File: config.mk
export PLATFORM = sky130hd
export DESIGN_NAME = call_latch
export DESIGN_NICKNAME = d
export VERILOG_FILES = /design/src/rtl/call_latch.sv
export SDC_FILE = /design/constraint.sdc
export NUM_CORES = 1
export LEC_CHECK = 0
export CAP_MARGIN = 10
export CORE_MARGIN = 4
export CORE_UTILIZATION = 43
export CTS_CLUSTER_DIAMETER = 50
export DETAILED_ROUTE_END_ITERATION = 8
export PLACE_DENSITY = 0.69
export SLEW_MARGIN = 20
export SYNTH_ARGS = -nofsm -noshare
export SYNTH_HDL_FRONTEND = slang
export SYNTH_SLANG_ARGS = --single-unit
File: constraint.sdc
create_clock -name clk -period 4.7 [get_ports clk]
set_input_delay 0.94 -clock clk [delete_from_list [all_inputs] [get_ports clk]]
set_output_delay 0.94 -clock clk [all_outputs]
set_load 0.05 [all_outputs]
File: src/rtl/call_latch.sv
// Button front end for the elevator controller: synchronise, edge-detect and latch hall/car calls.
// Optional per-bit debounce is built when CALL_DEBOUNCE_EN is defined.
module call_latch #(
  parameter int         DEB_CYCLES  = 8,
  parameter logic [3:0] OPENED_CODE = 4'd7
) (
  input  logic       clk,
  input  logic       rst,
  input  logic       power,
  input  logic [7:0] up_raw,
  input  logic [7:0] down_raw,
  input  logic [7:0] car_raw,
  input  logic [2:0] floor,
  input  logic [3:0] status,
  output logic [7:0] upcall,
  output logic [7:0] downcall,
  output logic [7:0] floor_btn,
  output logic       any_req
);

  localparam int NB = 24;

  // Packed as {car, down, up}; up at the top floor and down at the bottom floor never latch.
  localparam logic [NB-1:0] VALID_MASK = {8'hFF, 8'hFE, 8'h7F};

  if (DEB_CYCLES < 1 || DEB_CYCLES > 255) begin : g_bad_deb_cycles
    $error("call_latch: DEB_CYCLES must be in 1..255");
  end

  logic [NB-1:0] raw;
  logic [NB-1:0] s1_q;
  logic [NB-1:0] s2_q;
  logic [NB-1:0] lvl;
  logic [NB-1:0] lvl_d_q;
  logic [NB-1:0] press;
  logic [NB-1:0] req_q;
  logic [NB-1:0] req_d;
  logic [NB-1:0] clr;
  logic [7:0]    clr_floor;
  logic          any_req_q;

  assign raw = {car_raw, down_raw, up_raw};

  always_ff @(posedge clk) begin
    if (rst) begin
      s1_q    <= '0;
      s2_q    <= '0;
      lvl_d_q <= '0;
    end else begin
      s1_q    <= raw;
      s2_q    <= s1_q;
      lvl_d_q <= lvl;
    end
  end

`ifdef CALL_DEBOUNCE_EN
  localparam logic [7:0] DEB_LAST = 8'(DEB_CYCLES - 1);

  logic [NB-1:0] lvl_q;
  logic [7:0]    cnt_q [NB];

  for (genvar b = 0; b < NB; b++) begin : g_deb
    // The counter only runs while the synchronised level disagrees with the accepted level.
    always_ff @(posedge clk) begin
      if (rst) begin
        cnt_q[b] <= '0;
        lvl_q[b] <= 1'b0;
      end else if (s2_q[b] != lvl_q[b]) begin
        if (cnt_q[b] == DEB_LAST) begin
          lvl_q[b] <= s2_q[b];
          cnt_q[b] <= '0;
        end else begin
          cnt_q[b] <= cnt_q[b] + 8'd1;
        end
      end else begin
        cnt_q[b] <= '0;
      end
    end
  end

  assign lvl = lvl_q;
`else
  assign lvl = s2_q;
`endif

  assign press = lvl & ~lvl_d_q;

  always_comb begin
    clr_floor = '0;
    if (status == OPENED_CODE) begin
      clr_floor = 8'h01 << floor;
    end
  end

  assign clr = {3{clr_floor}};

  // Clear beats set, and power-off wipes everything while the input pipeline keeps tracking.
  always_comb begin
    req_d = '0;
    if (power) begin
      req_d = (req_q | press) & ~clr & VALID_MASK;
    end
  end

  always_ff @(posedge clk) begin
    if (rst) begin
      req_q     <= '0;
      any_req_q <= 1'b0;
    end else begin
      req_q     <= req_d;
      any_req_q <= |req_d;
    end
  end

  assign upcall    = req_q[7:0];
  assign downcall  = req_q[15:8];
  assign floor_btn = req_q[23:16];
  assign any_req   = any_req_q;

endmodule
# Word-level counts from Yosys, hierarchy flattened
# Cells that the tools add are included.
# word_totals
reg_bits	97
output_inout_bits	25
word_cells	15
# classes
n_reduce_logical	1
n_shift	1
mux	2
eq_ne	1
n_bitwise	5
# ops
op	n
$and 24x24->24	2
$not 24->24	2
$mux 24	1
$or 24x24->24	1
$reduce_or 24->1	1
$mux 8	1
$shl 1x3->8 const A	1
$eq 4x3->1 const B	1

# Longest topological paths before layout
# depth
word_depth	6
depth_mapped	7
ltp_nobuf	6

# Least setup slack after synthesis
# OpenSTA, ideal clock, no wires.
# synth_timing
path_type	in2reg
startpoint	input port status[3]
endpoint	register any_req_q (netlist: any_req)
setup_ns	0.125
setup_slack_ns	2.408
cell_stages	6
required_time_ns	4.575
arrival_ns	2.167
n_path_buf	0
cell_sequence	nand3b_4 -> nor2_2 -> a31oi_1 -> a211o_1 -> a2111oi_2 -> o2bb2ai_1
# synth_between
elab_chain_len	6
# synth_rtl
item	line	rtl
from (decl)	14	input logic [3:0] status,
$eq 4x3->1	90	if (status == OPENED_CODE) begin
$mux 8	90	
$not 24->24	101	req_d = (req_q | press) & ~clr & VALID_MASK;
$and 24x24->24	101	
$mux 24	100	if (power) begin
$reduce_or 24->1	111	any_req_q <= |req_d;
to (signal assigned)	111	
to (decl)	40	logic any_req_q;
# No other way between the ends.
# A chain may end at the register's enable or synchronous reset.

# Worst setup path after layout
# layout_timing
startpoint	input port floor[2]
endpoint	register any_req_q (netlist: any_req)
# layout_between
elab_chain_len	6
# layout_rtl
item	line	rtl
from (decl)	13	input logic [2:0] floor,
$shl 1x3->8	91	clr_floor = 8'h01 << floor;
$mux 8	90	
$not 24->24	101	
$and 24x24->24	101	
$mux 24	100	
$reduce_or 24->1	111	
# No other way between the ends.

==> impl_metrics.toml <==
[status]
status = "complete, no violations"

[worst_setup_path]
critPathTopFamily = "compound AO/OA/AOI/OAI gates"
r2r_start = "lvl[10]"
reg2reg_depth = 6
cp-start-kind = "input pin"
cpPeakStageDelay_ns = 0.72
crit_chain = "clkdlybuf4s50_1 > nand3_1 > nor3_2 > o211ai_1 > a211o_1 > a2111oi_2 > o2bb2ai_1"
crit_path_max_fanout = 10
r2r-end = "any_req"
cp_data_arrival_time_ns = 2.96
path_class = "in -> reg"
crit_path_top_delay_cell = "clkdlybuf4s50_1"
r2r_setup_slack_ns = 2.77
end_kind = "flip-flop"
crit_required_ns = 4.92
worst-path-buf-inv = 1

[cts]
clk_latency_ns = 0.35
clkTransAtPathRegs_ns = 0.08
numCtsBuffers = 9
post_cts_buffers = 0
ctsRootBufferMaster = "clkbuf_8"
clock_sinks = 89
htree_levels = 3
post_cts_resized = 0
tritoncts = "yes"
holdBufCountCts = 0
clockBufferDepth = 2

[finish]
final_cell_area_mm2 = 0.00371
drive_above_1_share_pct = 6.36
area_growth_pct = 27.3
layout_common_cells = "89 x dfxtp_1, 73 x nor2b_1, 53 x clkdlybuf4s50_1, 24 x nor2_1, 23 x a21oi_1"
layout_commonest_cell = "dfxtp_1"
antennaDiodeCount = 0
fin_util_pct = 57.4
nets = 377

[die]
dieArea_mm2 = 0.00815
rows = 29
die_width_um = 90.3
start_util_pct = 45.1
fp.coreArea_mm2 = 0.00646
die_y_um = 90.3
io_pins = 59

[timing]
setup-tns-final_ns = 0
slew_violations = 0
hold_viol = 0
max_slew.worst_pin.slew_ns = 0.748
max_freq_mhz = 365
finalClockSkew_ns = 0.00536
rsz0062_at_grt = "false"
layout_min_cycle_time_ns = 2.74
fin_crit_sh_pct = 58.3
setup_viol = 0
timing.slew.headroom_pct = 50.1

[run]
cap_violations = 0

[synth]
ys_warn_count = 0
synth.top_cell.area_share_pct = 61.2
synthFlopType = "dfxtp_1"
ys_types = 34
synth.area.top_cells = "dfxtp_1 61%, nor2b_1 16%, a21oi_1 4.0%"
synth_edf_count = 0
synth-seq-cells = 89
netlist_instances = 288
syn_area_per_cell_um2 = 10.1
synth_largest_area_cell = "dfxtp_1"
synth-async-reset-ratio_pct = 0
synth-seq-area-share_pct = 61.2
syn_area_mm2 = 0.00291

[global_route]
grt_pass1_wl_um = 8760
grt_usage_pct = 13.6
grt_max_degree = 70
overflow = 0
antenna_found_initial = 0
grt_pass1_vias = 1921

[placement]
io_buffers = 54
placed_area_mm2 = 0.00349
dpl.hpwl_um = 3570
gp_congestion = 0.897

[detailed_routing]
routed_wl_um = 5270
drtPass1Iterations = 4
wl_met1_um = 2560
vias = 1982
drc = 0
top_layer_used = "met4"
route.met3.wl_um = 338
wl_met2_um = 2210
ant_nets = 0
wl_per_cell_um = 12.5
drt_iter0_markers = 121
via_per_inst = 4.69

[power]
ir_worst_vdd_mv = 0.217
p_per_area_mw_per_mm2 = 401
p_leak_nw = 1.44

[worst_hold_path]
hold_path_depth = 1
min_from = "s1_q[17]"
holdPathEnd = "lvl[17]"
hold_path.class = "reg -> reg"
==> final cells by class <==
| type | instances | area (um2) |
|---|---|---|
| Timing Repair Buffer | 55 | 543 |
| Sequential cell | 89 | 1780 |
| Inverter | 17 | 63.8 |
| Tap cell | 77 | 96.3 |
| Fill cell | 568 | 2750 |
| Multi-Input combinational cell | 171 | 1000 |
| Clock inverter | 3 | 65.1 |
| Clock buffer | 11 | 151 |
==> metrics by stage <==
step                power [mW]  hold slack (ns)  setup slack [ns]  instances
floorplan                0.891            0.414              2.41        289
global placement         0.939            0.417              1.66        409
detailed placement       0.941            0.420              1.64        409
CTS                       1.50            0.438              2.00        423
global route              1.54            0.457              1.86        423
finish                    1.49            0.438              1.96        423
==> kinds of logic (layout without fill, tap and decap cells) <==
kind of cell	Yosys count	in the layout	synth area share, %
AO/OA/AOI/OAI	43	43	9.33
AND/OR/NAND/NOR	126	126	24.9
other	1	2	0.129
flip-flops	89	89	61.2
buffers and inverters	29	86	4.39
==> worst reg2reg max path, delay by kind of cell, from the launching register on <==
kind / cells / cell delay (ns)
AOI/OAI and AO/OA: 3 / 0.93
DFF: 1 / 0.31
and+or+nand+nor: 3 / 0.57
==> report_power, final <==
group	switching [mW]	leakage [nW]	internal, mW
registers	0.00908	0.730	0.782
logic	0.0710	0.603	0.0609
clock network	0.243	0.111	0.322
total	0.323	1.44	1.16
==> worst max path at each step <==
stage          slack [ns]  cells after the start      start  endpoint
3_3_place_gp         1.66                      7   floor[2]   any_req
5_1_grt              1.86                      7   floor[2]   any_req
3_5_place_dp         1.64                      7   floor[2]   any_req
4_1_cts              2.00                      7   floor[2]   any_req
6_report             1.96                      7   floor[2]   any_req
2_1_floorplan        2.41                      6  status[3]   any_req
==> flip-flops by register name (all words and copies together), names as in the netlist <==
signal and flops:
lvl_d_q 22, s1_q 22, any_req 1, lvl 22, req_q 22
==> per-layer routing <==
layer	up-vias	global-route usage, %
met3	11	4.42
met1	887	17.2
met4	0	8.93
met2	54	19.8
met5	-	0
li1	1030	-
==> synth_stat cells, drive strengths merged, types with 2 or more instances <==
cell type	count
buf	5
inv	17
nor3	3
dfxtp	89
a2111oi	2
o211a	3
a31oi	3
nor4	3
nand2b	3
nand2	12
nor2b	73
o31ai	2
a21oi	23
nand3	3
o21ai	4
nor2	25
clkbuf	7
No activity file was read; power rests on OpenSTA's default activity.
